File: config.mk
export PLATFORM = sky130hd
export DESIGN_NAME = hr_monitor
export DESIGN_NICKNAME = d
export VERILOG_FILES = /design/src/rtl/hr_monitor.sv
export SDC_FILE = /design/constraint.sdc
export NUM_CORES = 1
export LEC_CHECK = 0
export BUFFER_PORTS_ARGS = -buffer_cell sky130_fd_sc_hd__buf_2
export CORE_ASPECT_RATIO = 1.1
export CORE_MARGIN = 2
export CORE_UTILIZATION = 55
export CTS_BUF_LIST = sky130_fd_sc_hd__clkbuf_4
export CTS_CLUSTER_SIZE = 25
export DETAILED_ROUTE_END_ITERATION = 10
export MAX_ROUTING_LAYER = met4
export PLACE_DENSITY = 0.7
export SLEW_MARGIN = 10
export SYNTH_ARGS = -nofsm -noshare
export SYNTH_HDL_FRONTEND = slang
export SYNTH_SLANG_ARGS = --single-unit
File: constraint.sdc
create_clock -name clk -period 6 [get_ports clk]
set_input_delay 0.6 -clock clk [delete_from_list [all_inputs] [get_ports clk]]
set_output_delay 0.6 -clock clk [all_outputs]
set_load 0.02 [all_outputs]
File: src/rtl/hr_monitor.sv
`default_nettype none
// ============================================================================
// Module      : hr_monitor
// Description : Beat detection, RR range check, sliding RR average and
//               iterative BPM divider with tachy/brady flags. Optional
//               irregular-beat detector enabled by macro HR_MON_IRREG_EN.
// Revision    : 1.0 - initial release
// ============================================================================
module hr_monitor #(
    parameter int DATA_WIDTH = 11,
    parameter int CTR_WIDTH  = 22,
    parameter int FS         = 360,
    parameter int AVG_LEN    = 8,
    parameter int RR_MIN     = 72,
    parameter int RR_MAX     = 720,
    parameter int HR_WIDTH   = 9,
    parameter int TACHY_BPM  = 100,
    parameter int BRADY_BPM  = 60
) (
    input  logic                  clk,
    input  logic                  rst,
    input  logic                  ce,
    input  logic [DATA_WIDTH-1:0] rr_period,
    input  logic [CTR_WIDTH-1:0]  r_peak_sample_num,
    output logic [HR_WIDTH-1:0]   heart_rate,
    output logic [DATA_WIDTH-1:0] rr_avg,
    output logic                  hr_valid,
    output logic                  hr_update,
    output logic                  rr_reject,
    output logic                  tachy,
    output logic                  brady,
    output logic                  irregular_beat
);

    localparam int LOG2_AVG = $clog2(AVG_LEN);
    localparam int SUM_W    = DATA_WIDTH + LOG2_AVG;
    localparam int CNT_W    = LOG2_AVG + 1;
    localparam int NUM      = 60 * FS;
    localparam int NUM_W    = $clog2(NUM + 1);
    localparam int STEP_W   = $clog2(NUM_W + 1);

    typedef enum logic [1:0] {
        S_IDLE   = 2'd0,
        S_ACCUM  = 2'd1,
        S_DIVIDE = 2'd2,
        S_DONE   = 2'd3
    } state_t;

    state_t                r_state;
    state_t                w_next;

    logic [CTR_WIDTH-1:0]  r_last_peak;
    logic                  r_pend_vld;
    logic [DATA_WIDTH-1:0] r_pend_rr;

    logic [DATA_WIDTH-1:0] r_buf [AVG_LEN];
    logic [LOG2_AVG-1:0]   r_wptr;
    logic [SUM_W-1:0]      r_sum;
    logic [CNT_W-1:0]      r_count;

    logic [DATA_WIDTH-1:0] r_den;
    logic [DATA_WIDTH-1:0] r_rem;
    logic [NUM_W-1:0]      r_quo;
    logic [STEP_W-1:0]     r_step;

    logic [HR_WIDTH-1:0]   r_heart_rate;
    logic [DATA_WIDTH-1:0] r_rr_avg;
    logic                  r_hr_valid;
    logic                  r_hr_update;
    logic                  r_rr_reject;
    logic                  r_tachy;
    logic                  r_brady;

    logic                  w_beat;
    logic                  w_take;
    logic [DATA_WIDTH-1:0] w_take_rr;
    logic                  w_in_range;
    logic                  w_accept;
    logic                  w_reject;
    logic                  w_full;
    logic [SUM_W-1:0]      w_rr_ext;
    logic [SUM_W-1:0]      w_old_ext;
    logic [DATA_WIDTH:0]   w_trial;
    logic                  w_ge;
    logic [DATA_WIDTH:0]   w_diff;
    logic [HR_WIDTH-1:0]   w_hr_sat;

    // A beat is any change of the peak index; a pending beat is older and
    // therefore always served before a beat arriving in the same cycle.
    always_comb begin
        w_beat     = ce && (r_peak_sample_num != r_last_peak);
        w_take     = ce && (r_state == S_IDLE) && (r_pend_vld || w_beat);
        w_take_rr  = r_pend_vld ? r_pend_rr : rr_period;
        w_in_range = (w_take_rr >= DATA_WIDTH'(RR_MIN)) &&
                     (w_take_rr <= DATA_WIDTH'(RR_MAX));
        w_accept   = w_take && w_in_range;
        w_reject   = w_take && !w_in_range;
        w_full     = (r_count == CNT_W'(AVG_LEN));
        w_rr_ext   = SUM_W'(w_take_rr);
        w_old_ext  = SUM_W'(r_buf[r_wptr]);
        w_trial    = {r_rem, r_quo[NUM_W-1]};
        w_ge       = (w_trial >= {1'b0, r_den});
        w_diff     = w_trial - {1'b0, r_den};
    end

    generate
        if (NUM_W > HR_WIDTH) begin : g_sat
            assign w_hr_sat = (|r_quo[NUM_W-1:HR_WIDTH]) ? {HR_WIDTH{1'b1}}
                                                         : r_quo[HR_WIDTH-1:0];
        end else begin : g_nosat
            assign w_hr_sat = HR_WIDTH'(r_quo);
        end
    endgenerate

    always_ff @(posedge clk) begin
        if (rst) begin
            r_state <= S_IDLE;
        end else if (ce) begin
            r_state <= w_next;
        end
    end

    always_comb begin
        w_next = r_state;
        case (r_state)
            S_IDLE:   if (w_accept) w_next = S_ACCUM;
            S_ACCUM:  w_next = w_full ? S_DIVIDE : S_IDLE;
            S_DIVIDE: if (r_step == STEP_W'(NUM_W - 1)) w_next = S_DONE;
            S_DONE:   w_next = S_IDLE;
            default:  w_next = S_IDLE;
        endcase
    end

    // Beat capture and one-deep pending slot (newest beat wins).
    always_ff @(posedge clk) begin
        if (rst) begin
            r_last_peak <= '0;
            r_pend_vld  <= 1'b0;
            r_pend_rr   <= '0;
        end else if (ce) begin
            if (w_beat) begin
                r_last_peak <= r_peak_sample_num;
            end
            if (w_beat && ((r_state != S_IDLE) || r_pend_vld)) begin
                r_pend_vld <= 1'b1;
                r_pend_rr  <= rr_period;
            end else if (w_take) begin
                r_pend_vld <= 1'b0;
            end
        end
    end

    // Circular window; once full the oldest entry is swapped out in one step.
    always_ff @(posedge clk) begin
        if (rst) begin
            for (int i = 0; i < AVG_LEN; i++) begin
                r_buf[i] <= '0;
            end
            r_wptr  <= '0;
            r_sum   <= '0;
            r_count <= '0;
        end else if (w_accept) begin
            r_buf[r_wptr] <= w_take_rr;
            r_wptr        <= r_wptr + 1'b1;
            if (w_full) begin
                r_sum <= r_sum + w_rr_ext - w_old_ext;
            end else begin
                r_sum   <= r_sum + w_rr_ext;
                r_count <= r_count + 1'b1;
            end
        end
    end

    // Restoring divider: NUM / average, one quotient bit per enabled cycle.
    always_ff @(posedge clk) begin
        if (rst) begin
            r_den  <= '0;
            r_rem  <= '0;
            r_quo  <= '0;
            r_step <= '0;
        end else if (ce) begin
            if ((r_state == S_ACCUM) && w_full) begin
                r_den  <= r_sum[SUM_W-1:LOG2_AVG];
                r_rem  <= '0;
                r_quo  <= NUM_W'(NUM);
                r_step <= '0;
            end else if (r_state == S_DIVIDE) begin
                r_rem  <= w_ge ? w_diff[DATA_WIDTH-1:0] : w_trial[DATA_WIDTH-1:0];
                r_quo  <= {r_quo[NUM_W-2:0], w_ge};
                r_step <= r_step + 1'b1;
            end
        end
    end

    always_ff @(posedge clk) begin
        if (rst) begin
            r_heart_rate <= '0;
            r_rr_avg     <= '0;
            r_hr_valid   <= 1'b0;
            r_hr_update  <= 1'b0;
            r_rr_reject  <= 1'b0;
            r_tachy      <= 1'b0;
            r_brady      <= 1'b0;
        end else if (ce) begin
            r_hr_update <= (r_state == S_DONE);
            r_rr_reject <= w_reject;
            if (r_state == S_DONE) begin
                r_heart_rate <= w_hr_sat;
                r_rr_avg     <= r_den;
                r_hr_valid   <= 1'b1;
                r_tachy      <= (w_hr_sat > HR_WIDTH'(TACHY_BPM));
                r_brady      <= (w_hr_sat < HR_WIDTH'(BRADY_BPM));
            end
        end
    end

`ifdef HR_MON_IRREG_EN
    logic [DATA_WIDTH-1:0] w_dev;
    logic                  r_irreg;

    // Deviation is measured against the average published before this beat.
    always_comb begin
        w_dev = (w_take_rr >= r_rr_avg) ? (w_take_rr - r_rr_avg)
                                        : (r_rr_avg - w_take_rr);
    end

    always_ff @(posedge clk) begin
        if (rst) begin
            r_irreg <= 1'b0;
        end else if (ce) begin
            r_irreg <= w_accept && r_hr_valid && (w_dev > (r_rr_avg >> 3));
        end
    end

    assign irregular_beat = r_irreg;
`else
    assign irregular_beat = 1'b0;
`endif

    assign heart_rate = r_heart_rate;
    assign rr_avg     = r_rr_avg;
    assign hr_valid   = r_hr_valid;
    assign hr_update  = r_hr_update;
    assign rr_reject  = r_rr_reject;
    assign tachy      = r_tachy;
    assign brady      = r_brady;

endmodule
`default_nettype wire

==> summary.md, run 1 <==
| Metric | Value |
|---|---|
| Outcome | finished clean |
| Crit. End Element | flip-flop |
| Cell Area, Synth | 10700 sq um |
| Total negative slack | 0 ns |
| Worst-margin pin slew | between 1 and 1.5 ns |
| Slowest stage delay, CP | around 0.58 ns |
| Via density | approximately 5.6 |
| RSZ-0062 raised after global routing | false |
| Fraction of layout cells with a size suffix above 1 | between 10% and 20% |
| Final HPWL DP | between 15000 and 20000 microns |
| CP max FO | 10 |
| Hold path depth | 3 |
| Total track usage | 24.3% |
| Clock power frac | a little over a third |
| Crit path kind | reg2reg |
| Worst skew pair latency | ~0.66 ns |
| Clock Sink Count | about 210 |
| Dpl cell area | approximately 11000 sq um |
| CTS Buffer Depth | 3 |
| Combinational power share | 14.0% |
| Worst vdd ir | 0.000162 V |
| DRC Markers | 0 |
| Reg-to-reg setup timing slack | around 1.5 ns |
| First-pass GRT wire length | slightly below 40000 microns |
| Ys async rst share | 0% |
| Most frequent cells in the layout | nor2_1, dfxtp_1, nand2_1 |
| Ys flop type | dfxtp_1 |
| WP buf/inv | 3 |
| P_sw | approximately 850 uW |
| Minimum clock period | between 4 and 5 ns |
| Int Power | approximately 2.4 mW |
| Starting DRT DRC Count | 530 |
| Largest net degree at the start of global routing | between 70 and 80 |
| Seq/Total Area, Yosys | 48.3% |
| CTS Buf Count | 54 |
| FP Rows | 53 |
| Slowest stage cell, crit path | mux2i_2 |
| Clk_skew | 0.0454 ns |
| Core box area | 19100 sq um |
| # resized after CTS | 0 |
| CP arrival | 5.03 ns |
| Cts hold-fix bufs | 0 |
| Synth cell types | 73 |
| Initial Utilization | 56.0% |
| CTS root buf | clkbuf_4 |
| Pleak | roughly 4.7 nW |
| H-tree lvl count | 2 |
| Synthesis Warnings | 0 |
| Area delta synth->final | 11.5% |
| Avg WL per Cell | roughly 16 microns |
| Yosys reg bits | ~210 |
| DR vias | around 8200 |
| Reg2Reg Depth | 16 |
| Max cap viols | 0 |
| Final Cell Area | about 12000 sq um |
| Post-synth EDFFs | between 80 and 90 |
| Crit. path cell count | 16 |
| Worst-path cell chain | mux2i_2, inv_1, ha_1, inv_1, fa_1, inv_1, ha_1, nor2b_1, o31a_1, o21a_1, o311ai_1, a31oi_1, a31oi_1, and4bb_1, a31oi_1, mux2_1 |
| Clock-pin slew on the worst setup and hold paths | 0.06 ns |
| Slew HR | 20.7% |
| DRT Pass-1 Iters | 5 |
| Max Freq | between 200 and 250 MHz |
| Die Area | between 20000 and 25000 sq um |
| Commonest non-fill, non-tap cell in the layout | nor2_1 |
| P per Cell Area | around 270 nW/um^2 |
| Mapped Cells | between 1000 and 1500 |
| Final Slew Violations | 0 |
| Vias in the first global route | a little under 8000 |
| DRT antenna net count | 0 |
| Initial antenna violation count | 1 |
| Crit path required time | roughly 6.5 ns |
| CP top delay family | compound AO/OA/AOI/OAI gates |
| Die width | around 140 microns |
| Number of port buffers | 60 |
| Share of power burned in registers | between 40 and 50% |
| Final core utilization | approximately 62% |
| Post-CTS Setup Bufs | 0 |
| Crit start category | flip-flop |
| Final Hold Viols | 0 |
| GRT Residual Overflow | 0 |
| Final net count | ~1200 |
| Sw Ratio | about a quarter |
| Count of endpoints failing setup in the final report | 0 |
| Avg Inst Size Synth | 9.88 sq um |
| CTS tree | yes |
| Die Y | around 150 microns |
| Post-Route WL | ~24000 microns |
| Global placement routability congestion | around 0.9 |
| Top Ports | a little over 60 |
| Crit share post-route | between 70% and 80% |
| Hold WC Path Type | in2reg |
flip-flops by register name, indices dropped and copies added, names as in the netlist, 3 cells and up, named ones only:
register     count
r_buf           88
r_last_peak     22
r_quo           15
r_sum           14
r_den           11
r_pend_rr       11
r_rem           11
rr_avg          11
heart_rate       9
r_count          4
r_step           4
r_wptr           3
cell type report:
| type | instances | area [sq um] |
|---|---|---|
| inverter | 43 | 161 |
| timing repair buffer | 80 | 453 |
| clock inverter | 13 | 55.1 |
| tap | 247 | 309 |
| sequential | 214 | 5160 |
| clock buffer | 80 | 601 |
| multi-input combinational | 779 | 5180 |
| fill | 1607 | 7170 |
| antenna | 1 | 2.50 |
power by group through the flow:
stage	clock (mW)	combinational, mW	sequential [mW]
3_5_place_dp	0	0.447	1.62
6_report	1.17	0.450	1.59
3_3_place_gp	0	0.442	1.62
5_1_grt	1.28	0.499	1.59
2_1_floorplan	0	0.344	1.61
4_1_cts	1.21	0.450	1.59
metrics by stage:
stage	instances	worst slack, ns	total power, mW	hold WS, ns
after floorplan	1090	1.84	1.95	0.426
after global routing	1457	1.14	3.37	0.146
after detailed placement	1363	1.38	2.07	0.446
after global placement	1363	1.45	2.06	0.441
final	1457	1.48	3.21	0.195
after CTS	1456	1.51	3.25	0.142
logic make-up (layout without fill, tap and decap cells):
kind of cell / Yosys count / after routing / share of synthesized area, %
xor+xnor: 48 / 48 / 3.93
simple gates: 408 / 408 / 16.8
other cells: 1 / 10 / 0.0351
fa+ha+maj: 40 / 40 / 4.89
buf+inv: 97 / 216 / 3.69
compound gates: 184 / 184 / 11.2
mux: 90 / 90 / 11.2
flops: 214 / 214 / 48.3
worst register-to-register path, cell delays in order (launching register included):
cell	delay (ns)
dfxtp_1	0.49
mux2i_2	0.58
inv_1	0.10
ha_1	0.24
inv_1	0.08
fa_1	0.46
inv_1	0.10
ha_1	0.22
nor2b_1	0.14
o31a_1	0.25
o21a_1	0.20
o311ai_1	0.31
a31oi_1	0.19
a31oi_1	0.31
and4bb_1	0.25
a31oi_1	0.15
mux2_1	0.33
Yosys cell counts (18+ instances only):
master / count / area, sq um
edfxtp_1: 88 / 2640
clkbuf_1: 35 / 131
o21ai_0: 30 / 150
a21oi_1: 64 / 320
inv_1: 42 / 158
mux2i_1: 61 / 611
mux4_2: 22 / 495
dfxtp_1: 126 / 2520
nand2_1: 108 / 405
nor3_1: 38 / 190
nor2_1: 186 / 698
xnor2_1: 35 / 307
nand3_1: 18 / 90.1
ha_1: 37 / 463
worst paths after layout:
kind | from | end
max reg2reg | r_pend_vld | r_sum[13]
min | rr_period[10] | r_pend_rr[10]
min reg2reg | r_sum[13] | r_den[10]
max | r_pend_vld | r_sum[13]
per-layer routing:
layer / part of all wire (%) / routed length, microns / up-vias / track usage [%]
met2: 49 / 11700 / 188 / 40.0
met1: 43 / 10300 / 3933 / 29.9
li1: - / - / 4046 / -
met5: 0 / 0 / - / -
met4: 2.2 / 530 / 0 / 8.61
met3: 5.0 / 1180 / 53 / 4.65
Note: power is estimated with default switching activity, not from simulation.
==> run 2, diff against run 1 <==
- ABC_AREA: default -> 1
- clock period: 6 -> 4.3 ns (I/O delays scaled with it)
==> run 2 against run 1 <==
Wire length is 12% higher. Critical path type unchanged. Clock skew is 0.020 ns higher. Sequential share of layout area is 0.81 points lower. Highest routed layer unchanged. Final cell count is 19% higher.
==> summary.md, run 2 <==
| Metric | Value |
|---|---|
| Clk_skew | between 0.06 and 0.07 ns |
| Synthesis Warnings | 0 |
| Die Area | 20700 sq um |
| Starting DRT DRC Count | 393 |
| Ys async rst share | 0% |
| Final Cell Area | between 10000 and 15000 sq um |
| DRT antenna net count | 0 |
| Most frequent cells in the layout | nor2_1, nand2_1, o21ai_0 |
| Max Freq | 268 MHz |
| First-pass GRT wire length | 43500 microns |
| Sw Ratio | between 20 and 30% |
| Total track usage | 27.5% |
| Final core utilization | a little under two thirds |
| Largest Register | r_buf |
| Most frequent cell after synthesis | nor2_1 |
| Mapped Cells | between 1000 and 1500 |
| Crit start category | flip-flop |
| Top-area cell type share of the netlist area | between 20% and 30% |
| Area leader, netlist | edfxtp_1 |
| Via density | between 5 and 6 |
| Slowest stage cell, crit path | dfxtp_2 |
| Slew HR | between 30% and 40% |
| H-tree lvl count | 2 |
| Count of endpoints failing setup in the final report | 0 |
| DR vias | approximately 9200 |
| Max FFs per register | 88 |
| Post-Route WL | roughly 27000 microns |
| Synth top cells by count | nor2_1, nand2_1, o21ai_0 |
| DRC Markers | 0 |
| DRT Pass-1 Iters | 7 |
| Crit. End Element | flip-flop |
| Routing usage on met3 | between 5 and 6% |
| Synth cell types | 51 |
| Clock-pin slew on the worst setup and hold paths | 0.07 ns |
| Largest regs | r_buf (88), r_last_peak (22), r_quo (15) |
| Die width | between 100 and 150 microns |
| Share of power burned in registers | 46.2% |
| Crit path kind | reg2reg |
| Commonest non-fill, non-tap cell in the layout | nor2_1 |
| Worst-path cell chain | o21a_1, ha_1, inv_1, fa_1, inv_1, nand3_1, nand2_1, nand3_1, nand3_1, xor2_1, ha_1, a21oi_1, o21ai_0, a211oi_1, nand2_1, a21oi_1, o21ai_0, nand2_1, inv_1 |
| Pwr Total | 4.82 mW |
| Hold WC Path Type | in2reg |
| Largest net degree at the start of global routing | 92 |
| M1 GR Usage | around 31% |
| CTS Buffer Depth | 3 |
| Total negative slack | 0 ns |
| Sequential Area | a little over 5000 sq um |
| Worst vdd ir | ~0.00035 V |
| GRT Residual Overflow | 0 |
| Fillcell total | between 1500 and 2000 |
| Initial antenna violation count | 1 |
| Number of port buffers | 60 |
| Combinational power share | 17.8% |
| Slowest stage delay, CP | 0.51 ns |
| FP Rows | 53 |
| CP arrival | ~4.3 ns |
| Max cap viols | 0 |
| Fraction of layout cells with a size suffix above 1 | between 10% and 20% |
| CTS Buf Count | 55 |
| Minimum clock period | about 3.7 ns |
| Vias in the first global route | between 9000 and 10000 |
| Dpl cell area | around 11000 sq um |
| Ys flop type | dfxtp_1 |
| Crit path required time | about 5 ns |
| Final Hold Viols | 0 |
| Hold WS | between 0.04 and 0.05 ns |
| CP max FO | 17 |
| Multi-input gate area | 4850 sq um |
| Post-CTS Setup Bufs | 0 |
| CTS root buf | clkbuf_4 |
| P_sw | roughly 1.4 mW |
| Crit share post-route | between 80% and 90% |
| Int Power | 3.39 mW |
| Worst skew pair latency | a little under 0.7 ns |
| Worst-margin pin slew | roughly 0.9 ns |
| Area delta synth->final | 12.8% |
| Top post-synthesis cells by area | edfxtp_1, dfxtp_1, nor2_1 |
| Global Route met2 Usage | a little under half |
| RSZ-0062 raised after global routing | false |
| CP top delay family | compound AO/OA/AOI/OAI gates |
| Core box area | 19200 sq um |
| Outcome | finished clean |
| Initial Utilization | 56.2% |
| CTS tree | yes |
| Clock Sink Count | between 200 and 250 |
| Die Y | around 150 microns |
| Seq/Total Area, Yosys | 47.9% |
| Yosys reg bits | 214 |
| Busiest grt layer | met2 |
| Final net count | 1518 |
| Avg Inst Size Synth | roughly 8.0 sq um |
| Post-synth EDFFs | a little under 90 |
| WP buf/inv | 3 |
| Final HPWL DP | around 18000 microns |
| Global placement routability congestion | just over 0.9 |
| Top Ports | slightly above 60 |
| Cell Area, Synth | between 10000 and 15000 sq um |
| Clock power frac | between 30 and 40% |
| Pleak | ~5.3 nW |
| P per Cell Area | approximately 400 nW/um^2 |
| Avg WL per Cell | between 15 and 20 microns |
| Final Slew Violations | 0 |
==> run 2: cell count changes in the layout (fill, tap and decap cells not counted), sizes merged, moves of 13 or more <==
cell	previous run	this run
mux2i	64	1
nand3	18	59
o221ai	0	13
xnor2	35	21
inv	43	131
a21oi	64	119
o21ai	31	150
clkinv	13	29
nand2	112	206
nor3	40	11
dlygate4sd3	0	17
mux4	22	0
nor2	186	230
a21o	15	2
==> run 2: cell type report <==
class                           instances  area share (%)
Antenna cell                            2          0.0412
Clock inverter                         27            1.35
Timing Repair Buffer                   96            5.04
Inverter                              135            4.18
Multi-Input combinational cell        940            39.9
Tap cell                              247            2.54
Sequential cell                       214            42.5
Clock buffer                           72            4.45
==> run 2: final timing paths <==
path                              from  cells past startpoint  slack, ns              to
setup / recovery            r_pend_vld                     19       0.56       r_sum[11]
hold / removal    r_peak_sample_num[2]                      3       0.04  r_last_peak[2]
setup reg to reg            r_pend_vld                     19       0.56       r_sum[11]
hold reg to reg           r_pend_rr[1]                      2       0.46    r_pend_rr[1]
==> run 2: kinds of logic (layout without fill, tap and decap cells) <==
| kind of cell | Yosys count | count (layout) | share of synthesized area [%] |
|---|---|---|---|
| compound gates | 325 | 325 | 16.6 |
| xor+xnor | 35 | 35 | 2.84 |
| fa+ha+maj | 40 | 40 | 4.85 |
| buf+inv | 200 | 330 | 7.43 |
| flops | 214 | 214 | 47.9 |
| mux | 1 | 1 | 0.0929 |
| other cells | 1 | 11 | 0.0348 |
| simple gates | 530 | 530 | 20.2 |
==> run 2: tightest hold or removal path, stage by stage <==
cell,delay [ns]
buf_2,0.09
o21ai_0,0.08
nor2_1,0.08
==> run 2: layer usage <==
layer	routed length [microns]	part of all wire (%)	up-vias
met1	11000	42	4209
met2	13400	50	240
met4	756	2.9	0
met5	0	0	-
li1	-	-	4733
met3	1340	5.1	67
==> run 2: power by group through the flow <==
stage	clock, mW	combinational, mW	sequential, mW
2_1_floorplan	0	0.625	2.26
3_3_place_gp	0	0.819	2.27
3_5_place_dp	0	0.834	2.27
4_1_cts	1.78	0.852	2.23
5_1_grt	1.88	0.972	2.23
6_report	1.73	0.857	2.23
==> run 2: what timing repair did <==
item                                    4_1_cts  5_1_grt
endpoints found under the setup margin        0        2
endpoints found under the hold margin        17        0
hold buffers                                 17        0
resized for setup                             0        1
==> run 2: metrics by stage <==
step,setup WS (ns),instances
after floorplan,0.914,1354
after global placement,0.582,1615
after detailed placement,0.438,1615
after CTS,0.399,1731
after global routing,0.0935,1733
final,0.565,1733
==> run 3, diff against run 2 <==
- CORE_ASPECT_RATIO: 1.1 -> default
- PLACE_DENSITY: 0.7 -> 0.71
==> run 3 against run 2 <==
Count of clock-buffer cells in the layout grew 14. Die area is essentially flat. Cell area shrank 1.2%.
==> summary.md, run 3 (same netlist as run 2, synthesis figures left out) <==
| Metric | Value |
|---|---|
| Max FFs per register | slightly below 90 |
| Crit start category | flip-flop |
| P_sw | 1.42 mW |
| P per Cell Area | between 300 and 400 nW/um^2 |
| Share of power burned in registers | a little under half |
| Outcome | finished clean |
| Largest Register | r_buf |
| DRC Markers | 0 |
| Global placement routability congestion | approximately 0.91 |
| Slew HR | between 40% and 50% |
| Vias in the first global route | between 8000 and 9000 |
| Pwr Total | roughly 4.8 mW |
| CTS tree | yes |
| DRT Pass-1 Iters | 5 |
| Final HPWL DP | about 18000 microns |
| Crit. End Element | flip-flop |
| Largest regs | r_buf (88), r_last_peak (22), r_quo (15) |
| # resized after CTS | 0 |
| Count of endpoints failing setup in the final report | 0 |
| Die width | ~140 microns |
| Via density | roughly 5.4 |
| Pleak | 5.23 nW |
| Clock-pin slew on the worst setup and hold paths | roughly 0.060 ns |
| GRT Residual Overflow | 0 |
| Die Y | 144 microns |
| RSZ-0062 raised after global routing | false |
| Post-route insts no fill | 1736 |
| Worst-margin pin slew | just under 0.9 ns |
| Hold WC Path Type | in2reg |
| Final net count | between 1500 and 2000 |
| RR Startpoint | r_pend_vld |
| Post-Place Cells | 1633 |
| Minimum clock period | ~4 ns |
| CP arrival | between 4 and 5 ns |
| Max cap viols | 0 |
| Reg2Reg Depth | 19 |
| Starting DRT DRC Count | between 700 and 800 |
| Final Hold Viols | 0 |
| Sw Ratio | 29.5% |
| Clk_skew | ~0.025 ns |
| DR vias | slightly above 9000 |
| CTS Buf Count | 56 |
| Initial antenna violation count | 1 |
| CTS root buf | clkbuf_4 |
| Final core utilization | 62.1% |
| Total negative slack | 0 ns |
| Largest net degree at the start of global routing | roughly 90 |
| Critical Path Start | r_pend_vld |
| Int Power | roughly 3.4 mW |
| Total track usage | a little over a quarter |
| Fillcell total | approximately 1700 |
| Area delta synth->final | 11.4% |
| Clock power frac | 36.0% |
| Fraction of layout cells with a size suffix above 1 | between 10% and 20% |
| Post-CTS Setup Bufs | 0 |
| Crit share post-route | between 90% and 100% |
| Crit path required time | approximately 4.8 ns |
| CP Capture Point | r_sum[11] |
| CTS Buffer Depth | 3 |
| Worst r2r dst | r_sum[11] |
| Avg WL per Cell | roughly 15 microns |
| Combinational power share | between 10% and 20% |
| Core box area | about 19000 sq um |
| FP Rows | approximately 50 |
| Top Ports | 62 |
| Crit path kind | reg2reg |
| Initial Utilization | between 50% and 60% |
| CP max FO | 17 |
| Reg-to-reg setup timing slack | a little over 0.4 ns |
| Worst skew pair latency | 0.65 ns |
| H-tree lvl count | 2 |
| Worst vdd ir | around 0.00027 V |
| Cts hold-fix bufs | 0 |
| Most frequent cells in the layout | nor2_1, nand2_1, o21ai_0 |
| Clock Sink Count | 214 |
| First-pass GRT wire length | approximately 43000 microns |
| Max Freq | about 260 MHz |
| Post-Route WL | between 20000 and 30000 microns |
| Final Slew Violations | 0 |
| Commonest non-fill, non-tap cell in the layout | nor2_1 |
| Die Area | just over 20000 sq um |
| Number of port buffers | 60 |
| DRT antenna net count | 0 |
-- run 3: cell types whose count changed in the layout (fill, tap and decap cells not counted) --
cell | before | now
bufinv_16 | 2 | 0
clkbuf_4 | 72 | 86
clkinv_1 | 20 | 14
clkinv_2 | 9 | 4
dfxtp_1 | 125 | 126
dfxtp_2 | 1 | 0
diode_2 | 2 | 1
dlygate4sd3_1 | 17 | 0
inv_2 | 4 | 6
-- run 3: worst min-delay path by stage --
stage                         start              to  slack [ns]  cells after the start
5_1_grt        r_peak_sample_num[8]  r_last_peak[8]        0.03                      3
6_report       r_peak_sample_num[8]  r_last_peak[8]        0.06                      3
2_1_floorplan          r_pend_rr[0]    r_pend_rr[0]        0.43                      2
3_5_place_dp           r_pend_rr[4]    r_pend_rr[4]        0.44                      2
3_3_place_gp          r_pend_rr[10]   r_pend_rr[10]        0.44                      2
4_1_cts        r_peak_sample_num[0]  r_last_peak[0]       0.005                      3
-- run 3: worst max-delay path, cell delays in order (launching register included) --
cell and delay [ns]:
dfxtp_1 0.71, o21a_1 0.28, ha_1 0.18, inv_1 0.05, fa_1 0.40, inv_1 0.07, nand3_1 0.06, nand2_1 0.16
nand3_1 0.09, nand3_1 0.11, xor2_1 0.20, ha_1 0.30, a21oi_1 0.25, o21ai_0 0.11, a211oi_1 0.35, nand2_1 0.12
a21oi_1 0.13, o21ai_0 0.11, nand2_1 0.06, inv_1 0.04
-- run 3: routing by layer --
| layer | wire length [microns] | track usage (%) | vias up |
|---|---|---|---|
| met2 | 11600 | 40.2 | 325 |
| met5 | 0 | - | - |
| met4 | 518 | 8.41 | 0 |
| li1 | - | - | 4689 |
| met1 | 12100 | 37.1 | 4253 |
| met3 | 2060 | 5.79 | 41 |
-- run 3: through the flow --
stage / area (sq um) / hold slack [ns] / setup WS (ns)
after global placement: 11300 / 0.440 / 0.571
after CTS: 12000 / 0.00528 / 0.440
after floorplan: 10800 / 0.429 / 0.914
after global routing: 12000 / 0.0319 / 0.0192
after detailed placement: 11300 / 0.443 / 0.483
final: 12000 / 0.0648 / 0.408
-- run 3: power by group through the flow --
stage	clock (mW)	sequential (mW)	combinational [mW]
after floorplan	0	2.26	0.625
after global placement	0	2.27	0.816
after detailed placement	0	2.27	0.829
after CTS	1.77	2.23	0.835
after global routing	1.88	2.24	0.965
final	1.73	2.23	0.843
-- run 3: cell type report --
class | instances | area (sq um) | area share, %
antenna | 1 | 2.50 | 0.0208
clock inverter | 16 | 63.8 | 0.531
multi-input combinational | 940 | 4850 | 40.4
tap | 265 | 332 | 2.76
clock buffer | 86 | 646 | 5.38
sequential | 214 | 5160 | 43.0
timing repair buffer | 79 | 443 | 3.69
inverter | 135 | 508 | 4.23
